<file path="config.mk">
export PLATFORM = sky130hd
export DESIGN_NAME = merge_rr
export DESIGN_NICKNAME = d
export VERILOG_FILES = /design/src/rtl/merge_rr_pkg.sv /design/src/rtl/merge_rr_arbiter.sv /design/src/rtl/merge_rr.sv
export SDC_FILE = /design/constraint.sdc
export NUM_CORES = 1
export LEC_CHECK = 0
export CAP_MARGIN = 20
export CORE_AREA = 2 2 121 123
export CTS_CLUSTER_DIAMETER = 60
export DETAILED_ROUTE_END_ITERATION = 6
export DIE_AREA = 0 0 123 125
export GPL_ROUTABILITY_DRIVEN = 0
export GPL_TIMING_DRIVEN = 0
export RECOVER_POWER = 25
export SLEW_MARGIN = 0
export SYNTH_ARGS = -nofsm -noshare
export SYNTH_HDL_FRONTEND = slang
export SYNTH_SLANG_ARGS = --single-unit
</file>
<file path="constraint.sdc">
create_clock -name clk -period 1.3 [get_ports clk]
set_input_delay 0.26 -clock clk [delete_from_list [all_inputs] [get_ports clk]]
set_output_delay 0.26 -clock clk [all_outputs]
set_load 0.02 [all_outputs]
</file>
<file path="src/rtl/merge_rr_pkg.sv">
// Shared types and width helpers for the N-master to 1-slave round-robin merge.
package merge_rr_pkg;

  // Bus flavour: data bus carries {valid,addr,wdata,wstrb}, instruction bus {valid,addr}.
  typedef enum logic {
    BUS_D = 1'b0,
    BUS_I = 1'b1
  } bus_type_e;

  localparam int DATA_W     = 32;
  localparam int STRB_W     = DATA_W / 8;
  // Response is {rdata, ready}; ready sits in bit 0.
  localparam int BUS_RESP_W = DATA_W + 1;

  typedef enum logic {
    ST_IDLE = 1'b0,
    ST_BUSY = 1'b1
  } state_e;

  // Request width for a bus flavour; valid is always the MSB.
  function automatic int bus_req_w(bus_type_e t, int addr_w);
    return (t == BUS_D) ? (1 + addr_w + DATA_W + STRB_W) : (1 + addr_w);
  endfunction

  // Index width for a set of n masters.
  function automatic int n_w(int n);
    return $clog2(n);
  endfunction

endpackage

</file>
<file path="src/rtl/merge_rr_arbiter.sv">
// Combinational rotate-mask round-robin priority encoder.
// Scans last+1, last+2, ... (mod N) and reports the first requester.
module rr_arbiter
  import merge_rr_pkg::*;
#(
  parameter  int N = 2,
  localparam int W = n_w(N)
) (
  input  logic [N-1:0] req,
  input  logic [W-1:0] last,
  input  logic         en,
  output logic [W-1:0] gnt_idx,
  output logic         gnt_vld
);

  // One extra bit so last + i never overflows before the explicit wrap.
  logic [W:0] cand;

  // Pick the first requester after last; walking the scan backwards lets the nearest win.
  always_comb begin
    // NOTE: every output of a combinational block gets a default first, otherwise an unassigned path infers a latch.
    gnt_idx = '0;
    gnt_vld = 1'b0;
    cand    = '0;
    for (int i = N; i >= 1; i--) begin
      // NOTE: blocking assignments here, because cand must be updated before it is used on the next line.
      cand = {1'b0, last} + (W+1)'(i);
      if (cand >= (W+1)'(N)) begin
        cand = cand - (W+1)'(N);
      end
      if (en && req[cand[W-1:0]]) begin
        gnt_idx = cand[W-1:0];
        gnt_vld = 1'b1;
      end
    end
  end

endmodule

</file>
<file path="src/rtl/merge_rr.sv">
// N-master to 1-slave merge: round-robin arbitration, one transaction at a time,
// slave response routed only to the granted master.
module merge_rr
  import merge_rr_pkg::*;
#(
  parameter  bus_type_e TYPE      = BUS_D,
  parameter  int        N_MASTERS = 2,
  parameter  int        ADDR_W    = 32,
  localparam int        REQ_W     = bus_req_w(TYPE, ADDR_W),
  localparam int        IDX_W     = n_w(N_MASTERS)
) (
  input  logic                            clk,
  input  logic                            rst,
  input  logic [N_MASTERS*REQ_W-1:0]      m_req,
  output logic [N_MASTERS*BUS_RESP_W-1:0] m_resp,
  output logic [REQ_W-1:0]                s_req,
  input  logic [BUS_RESP_W-1:0]           s_resp
);

  state_e           state_q, state_d;
  logic [IDX_W-1:0] grant_q, grant_d;
  logic [IDX_W-1:0] last_q,  last_d;

  logic [N_MASTERS-1:0] m_valid;
  logic                 gnt_valid;
  logic [IDX_W-1:0]     arb_idx;
  logic                 arb_vld;

  // Gather each master's valid bit (MSB of its request slice).
  always_comb begin
    m_valid = '0;
    for (int i = 0; i < N_MASTERS; i++) begin
      m_valid[i] = m_req[i*REQ_W + REQ_W - 1];
    end
  end

  assign gnt_valid = m_valid[grant_q];

  // Arbitration only counts in IDLE, so a new grant is always decided in a fresh IDLE cycle.
  rr_arbiter #(
    .N(N_MASTERS)
  ) u_arb (
    .req    (m_valid),
    .last   (last_q),
    .en     (state_q == ST_IDLE),
    .gnt_idx(arb_idx),
    .gnt_vld(arb_vld)
  );

  // State, grant and last registers; last resets to N-1 so master 0 wins the first tie.
  always_ff @(posedge clk) begin
    if (rst) begin
      state_q <= ST_IDLE;
      grant_q <= '0;
      last_q  <= IDX_W'(N_MASTERS - 1);
    end else begin
      // NOTE: non-blocking assignments for all registered state so every flop samples pre-edge values.
      state_q <= state_d;
      grant_q <= grant_d;
      last_q  <= last_d;
    end
  end

  // Next-state logic plus request mux and response demux.
  always_comb begin
    state_d = state_q;
    grant_d = grant_q;
    last_d  = last_q;
    s_req   = '0;
    m_resp  = '0;
    case (state_q)
      ST_IDLE: begin
        if (arb_vld) begin
          state_d = ST_BUSY;
          grant_d = arb_idx;
        end
      end
      ST_BUSY: begin
        s_req = m_req[int'(grant_q)*REQ_W +: REQ_W];
        m_resp[int'(grant_q)*BUS_RESP_W +: BUS_RESP_W] = s_resp;
        // Leave on the slave's ready pulse or when the granted master aborts.
        if (s_resp[0] || !gnt_valid) begin
          state_d = ST_IDLE;
          last_d  = grant_q;
        end
      end
      default: state_d = ST_IDLE;
    endcase
  end

endmodule

</file>
==> Implementation_results.wiki <==
{| class="wikitable"
! Metric !! Value
|-
| Minimum setup slack in the final design || -0.425 ns
|-
| Cell Pwr Density || 497 nW/um^2
|-
| Mean area per synthesized cell || between 7 and 8 um^2
|-
| Final setup violation count || 136
|-
| Synthesized flop and latch total || 3
|-
| Post-placement cell count || 738
|-
| Post-route cell area || 6250 um^2
|-
| Asr flop ratio synth || 0
|-
| First-pass GRT wire length || about 17000 um
|-
| Slowest cell on the critical path || dfxtp_4
|-
| Violations in the final reports || setup timing
|-
| Period utilization || 1.33
|-
| Status || complete, but fails checks
|-
| Worst-path fanout max || 6
|-
| GRT Residual Overflow || 0
|-
| Slew headroom || 0.789
|-
| Leakage Power || around 2.6 nW
|-
| Total of buffers placed on input and output ports || 307
|-
| Post-synth cell types || 18
|-
| Via count of the first global-routing pass || 3223
|-
| Worst-case hold slack || 0.425 ns
|-
| Clock buffers created by TritonCTS || 3
|-
| Most frequent cells after synthesis || mux2i_1, nor2b_1, and2_1, and3_1, clkbuf_1
|-
| Tightest Pin Transition || ~0.32 ns
|-
| Crit Path Category || register to primary output
|-
| Detailed-route via count || 3149
|-
| Std-Cell Rows || 44
|-
| Initial antenna violation count || 1
|-
| Endpoint kind of the worst setup timing path || primary output
|-
| Routed wire length per instance || 16.0 um
|-
| Largest net degree at the start of global routing || 11
|-
| Worst IR Drop VDD || 326 uV
|-
| Crit path time final || ~1.7 ns
|-
| Top-area cell type share of the netlist area || 0.377
|-
| Clock tree from TritonCTS || built
|-
| Post-synthesis instance area || between 1500 and 2000 um^2
|-
| Critical Path Max Stage Delay || 0.35 ns
|-
| DIE WIDTH || 123 um
|-
| Max Root-Sink Buffers || 2
|-
| Setup repair after global routing missed its margin || yes
|-
| Power, Total || 3.11 mW
|-
| Core area || 14200 um^2
|-
| Initial standard-cell utilization of the core || 0.129
|-
| Worst Path Required || 1.04 ns
|-
| Final HPWL from detailed placement || 9600 um
|-
| Area post-placement || about 5400 um^2
|-
| Cell at the root of the clock tree || clkbuf_16
|-
| Fin. max-slew vios || 0
|-
| Detailed Route WL || roughly 12000 um
|-
| Area of the die || 15400 um^2
|-
| Number of primary I/O pins || just over 300
|-
| Final routed DRC violation total || 0
|-
| Clock insertion delay at the later pin of the skew report || between 0.2 and 0.25 ns
|-
| Max Cap Viol || 0
|-
| Ordered cell list for the critical path || nor2b_4 > buf_6 > buf_6 > buf_4 > and2_4 > buf_6
|-
| Critical Path Source Type || register
|-
| H-Tree Level Count || 1
|-
| Type of the tightest min-delay check || input port to register
|-
| Most common cell type on the critical path || buf_6
|-
| Number of instances in the synthesized netlist || 247
|-
| Worst setup skew after layout || 0.00259 ns
|-
| Leading cell types by total area after synthesis || mux2i_1, nor2b_1, and2_1, and3_1, dfxtp_1
|-
| Detailed Routing Iterations Pass 1 || 4
|-
| Synthesis warning total || 0
|-
| CTS clk-pin slew, worst paths || around 0.030 ns
|-
| Non-filler cells in the finished layout || 768
|-
| Global Route Usage Sum || 0.140
|-
| Hold Vio Cnt, Final || 0
|-
| Post-synthesis net count || 420
|-
| Detail-routed via count per cell || between 4 and 5
|-
| Area leader, netlist || mux2i_1
|-
| Proportion of synthesized chip area in sequential cells || 0.0328
|-
| Residual antenna-violating net count after detailed routing || 0
|-
| Post-Route Setup TNS || -45.51 ns
|-
| Synth Flop Type || dfxtp_1
|-
| Layout area overhead || 241%
|-
| DR iter-0 viols || 68
|-
| EDFF count, synth || 0
|-
| Fmax || 0.580 GHz
|-
| Final nets || 757
|-
| Chip Height || between 100 and 150 um
|-
| Count of clock tree sinks || 3
|-
| Fraction of layout instances using a drive strength above 1 || 0.576
|-
| Arrival time of data at the critical path endpoint || about 1.5 ns
|}
## final timing paths
check | cells past startpoint | startpoint | to | slack [ns]
hold reg to reg | 1 | last_q | last_q | 0.48
setup / recovery | 6 | state_q | m_resp[31] | -0.43
hold / removal | 3 | s_resp[0] | state_q | 0.42
setup reg to reg | 7 | grant_q | state_q | -0.06
## cells in the final DEF (no fill, tap or decap), types with 11 or more instances in the layout
| master | n |
|---|---|
| clkdlybuf4s50_1 | 170 |
| and2_4 | 33 |
| buf_4 | 13 |
| and3_2 | 30 |
| clkdlybuf4s15_2 | 35 |
| mux2i_2 | 15 |
| buf_12 | 11 |
| mux2i_1 | 39 |
| buf_2 | 17 |
| nor2b_2 | 60 |
| mux2i_4 | 15 |
| buf_6 | 83 |
## where the power goes
group          internal [mW]  switching, mW
clock network          0.405         0.0855
logic                   1.50           1.00
registers              0.101         0.0109
total                   2.01           1.10
## cell families after synthesis
logic type             after synthesis  share of synthesized area
AO/OA/AOI/OAI                        6                     0.0205
multiplexers                        69                      0.377
flip-flops                           3                     0.0328
AND/OR/NAND/NOR                    141                      0.480
buffers and inverters               28                     0.0902
## state kept, by name (all words and copies together), names as in the netlist
register / cells
grant_q: 1
last_q: 1
state_q: 1
## worst max-delay path: cells and delay by family (launching register included)
family,cells,cell delay (ns)
flip-flops,1,0.35
AND/OR/NAND/NOR,2,0.42
buffers and inverters,4,0.47
## what timing repair did
action,4_1_cts,5_1_grt
setup endpoints to repair,135,137
pin swaps,5,10
buffers inserted,13,12
cloned,4,3
hold buffers,0,0
hold endpoints to repair,0,0
resized for setup,620,157
## routing by layer
| metal | track usage | wire length [um] | vias to the layer above |
|---|---|---|---|
| li1 | - | - | 1511 |
| met1 | 0.144 | 4410 | 1432 |
| met2 | 0.270 | 6430 | 172 |
| met3 | 0.0333 | 1050 | 34 |
| met4 | 0.0481 | 412 | 0 |
| met5 | 0 | 0 | - |
## through the flow
stage                      util  setup slack, ns
final                     0.440           -0.425
after global placement    0.377           -0.811
after global routing      0.440           -0.496
after floorplan               -         0.000178
after CTS                 0.415           -0.436
after detailed placement  0.377           -0.826
## layout make-up
class | count | area (um^2)
fill | 1387 | 7950
timing repair buffer | 333 | 3460
multi-input combinational | 216 | 2120
buffer | 25 | 289
tap | 184 | 230
clock buffer | 4 | 78.8
sequential | 3 | 67.6
inverter | 2 | 7.51
antenna | 1 | 2.50
Note: power is estimated with default switching activity, not from simulation.
==> variant (same flow settings) <==
Put a register stage on the output `m_resp`, cleared by the reset. The value now appears one clock later. The other outputs are not delayed to match.
--- a/src/rtl/merge_rr.sv
+++ b/src/rtl/merge_rr.sv
@@ -17,4 +17,6 @@
   input  logic [BUS_RESP_W-1:0]           s_resp
 );
+
+  logic [N_MASTERS*BUS_RESP_W-1:0] m_resp_d;
 
   state_e           state_q, state_d;
@@ -68,5 +70,5 @@
     last_d  = last_q;
     s_req   = '0;
-    m_resp  = '0;
+    m_resp_d = '0;
     case (state_q)
       ST_IDLE: begin
@@ -78,5 +80,5 @@
       ST_BUSY: begin
         s_req = m_req[int'(grant_q)*REQ_W +: REQ_W];
-        m_resp[int'(grant_q)*BUS_RESP_W +: BUS_RESP_W] = s_resp;
+        m_resp_d[int'(grant_q)*BUS_RESP_W +: BUS_RESP_W] = s_resp;
         // Leave on the slave's ready pulse or when the granted master aborts.
         if (s_resp[0] || !gnt_valid) begin
@@ -89,4 +91,12 @@
   end
 
+  always_ff @(posedge clk) begin
+    if (rst) begin
+      m_resp <= '0;
+    end else begin
+      m_resp <= m_resp_d;
+    end
+  end
+
 endmodule
 
Function: changed (Yosys sat finds a counterexample within 4 cycles, from zero or initial values and one cycle with rst high).
==> variant against the original RTL <==
The run still ends with setup timing left; worst setup slack lost 0.068 ns; routed wire length rose by 7.1%; cell count up 11%; hold slack worse by 0.013 ns; synthesized area up 62%; combinational power down 14%; cell area grew 18%; sequential share of layout area rose by 18 points; critical path type unchanged; critical path depth shrank 1; critical endpoint is now s_req[19]; sequential cell count rose by 66; total power rose by 110%.
==> variant: results (changes against the original RTL) <==
detailed-route vias per instance -> 4.07 (was 4.10)
count of yosys warnings during synthesis -> 0 (unchanged)
met2 global-route usage -> 29.8% (was 27.0%)
number of global-route vias before repair -> 3475 (was 3223)
cts bufs inserted -> 9 (was 3)
worst slew margin relative to its limit -> 80.3% (was 78.9%)
violated checks -> setup timing (unchanged)
ANT cells -> 0 (was 1)
number of buffers inserted by port buffering -> 307 (unchanged)
cell types occupying the most area after synthesis -> dfxtp_1 47%, mux2i_1 23%, and2_1 14% (was mux2i_1 38%, nor2b_1 24%, and2_1 11%)
skew final -> 0.00497 ns (was 0.00259 ns)
flip-flop count of the largest register, all copies and words added -> 66
Clk Tree Root Cell -> clkbuf_16 (unchanged)
count of final setup violators -> 136 (unchanged)
number of cells traversed by the worst register-to-register path -> 8 (was 7)
fraction of final layout cells sized beyond drive strength 1 -> 39.9% (was 57.6%)
number of antenna violations at the first check in global routing -> 0 (was 1)
gr usage total -> 15.4% (was 14.0%)
met3 global-route usage -> 5.66% (was 3.33%)
non-filler instance count after layout -> 853 (was 768)
Worst Hold Class -> primary input to flop (unchanged)
result of the run -> finished, violations left (unchanged)
highest-delay cell along the critical path -> dfxtp_4 (unchanged)
number of different library cells in the post-synthesis netlist -> 21 (was 18)
routed length per instance -> 15.4 um (was 16.0 um)
sequential cell area fraction in the yosys report -> 46.5% (was 3.28%)
largest net degree at the start of global routing -> 12 (was 11)
worst stage delay on the critical path -> 0.37 ns (was 0.35 ns)
Placement Cell Area -> 0.00638 mm2 (was 0.00535 mm2)
initial detailed-routing violation count -> 62 (was 68)
aggregate negative setup slack -> -37.57 ns (was -45.51 ns)
deepest clock path buffer count -> 2 (unchanged)
hpwl dp -> 10300 um (was 9600 um)
placed cell count -> 801 (was 738)
flip-flop cell with the highest count after synthesis -> dfxtp_1 (unchanged)
worst-case setup slack after placement -> -0.783 ns (was -0.826 ns)
ranking of synthesized cells by instance count -> 72 x nor2_1, 69 x dfxtp_1, 69 x mux2i_1, 66 x and2_1, 7 x buf_4 (was 69 x mux2i_1, 69 x nor2b_1, 33 x and2_1, 32 x and3_1, 16 x clkbuf_1)
register clock-pin slew on the reported worst setup and hold paths -> 0.05 ns (was 0.03 ns)
number of H-tree levels -> 3 (was 1)
clock network latency to the later pin of the worst-skew pair -> 0.32 ns (was 0.22 ns)
worst hold stages -> 2 (was 3)
number of nets in the final layout -> 837 (was 757)
final setup margin -> -0.493 ns (was -0.425 ns)
GR met1 Demand/Resource -> 14.1% (was 14.4%)
Pre-antenna DRT Iters -> 4 (unchanged)
average instance area after synthesis -> 9.57 um2 (was 7.42 um2)
Synthesized Nets -> 483 (was 420)
crit-path max FO -> 10 (was 6)
static power due to leakage -> 3.30 nW (was 2.58 nW)
global-route wire length before repair -> 18000 um (was 17000 um)
Post-synth ARST share -> 0% (unchanged)
register with the most flip-flops -> m_resp
fillcell total -> 1332 (was 1387)
power density normalized to cell area -> 873 mW/mm2 (was 497 mW/mm2)
maximum ir drop on the vdd rail -> 0.000526 V (was 0.000326 V)
==> variant: cell types whose count changed after synthesis, moves of 4 or more <==
cell / delta
buf_6: -4
and2_1: +33
nor2b_1: -68
nor2_1: +69
dfxtp_1: +66
clkbuf_2: +6
clkbuf_1: -12
and3_1: -32
==> variant: worst paths after layout <==
kind                              start          to  slack, ns
worst max-delay path            grant_q   s_req[19]      -0.49
worst min-delay path                rst     grant_q       0.41
worst max register to register  grant_q  m_resp[17]      -0.20
worst min register to register   last_q      last_q       0.49
==> variant: final cells by class <==
type	instances	area share [%]
tap	184	3.11
clock inverter	4	0.338
sequential	69	18.7
inverter	3	0.186
timing repair buffer	343	45.1
buffer	21	3.89
clock buffer	12	3.19
multi-input combinational	217	25.5
==> variant: report_power, final <==
part / switching, mW / internal [mW] / leakage (nW)
clock network: 0.834 / 1.28 / 0.123
logic: 0.901 / 1.25 / 2.61
registers: 0.0222 / 2.18 / 0.561
total: 1.76 / 4.71 / 3.30
==> variant: cells by family (layout without fill, tap and decap cells) <==
| group | Yosys count | count (layout) | share of synthesized area, % |
|---|---|---|---|
| buffers and inverters | 24 | 383 | 4.26 |
| multiplexers | 69 | 69 | 23.3 |
| flip-flops | 69 | 69 | 46.5 |
| AO/OA/AOI/OAI | 6 | 6 | 1.39 |
| AND/OR/NAND/NOR | 142 | 142 | 24.5 |
==> variant: worst max-delay path: cells and delay by family (launching register included) <==
kind	cells	cell delay, ns
buf+inv	3	0.55
flops	1	0.37
mux	1	0.23
simple gates	1	0.04
==> variant: metal layers <==
layer / vias up / share of wire, %
li1: 1712 / -
met1: 1563 / 34
met2: 177 / 55
met3: 18 / 9.1
met4: 0 / 2.2
met5: - / 0
==> variant: repair_timing <==
| action | 4_1_cts | 5_1_grt |
|---|---|---|
| gates resized for setup | 250 | 335 |
| gates cloned | 0 | 10 |
| buffers inserted | 0 | 26 |
| pin swaps | 1 | 44 |
| endpoints found under the setup margin | 197 | 132 |
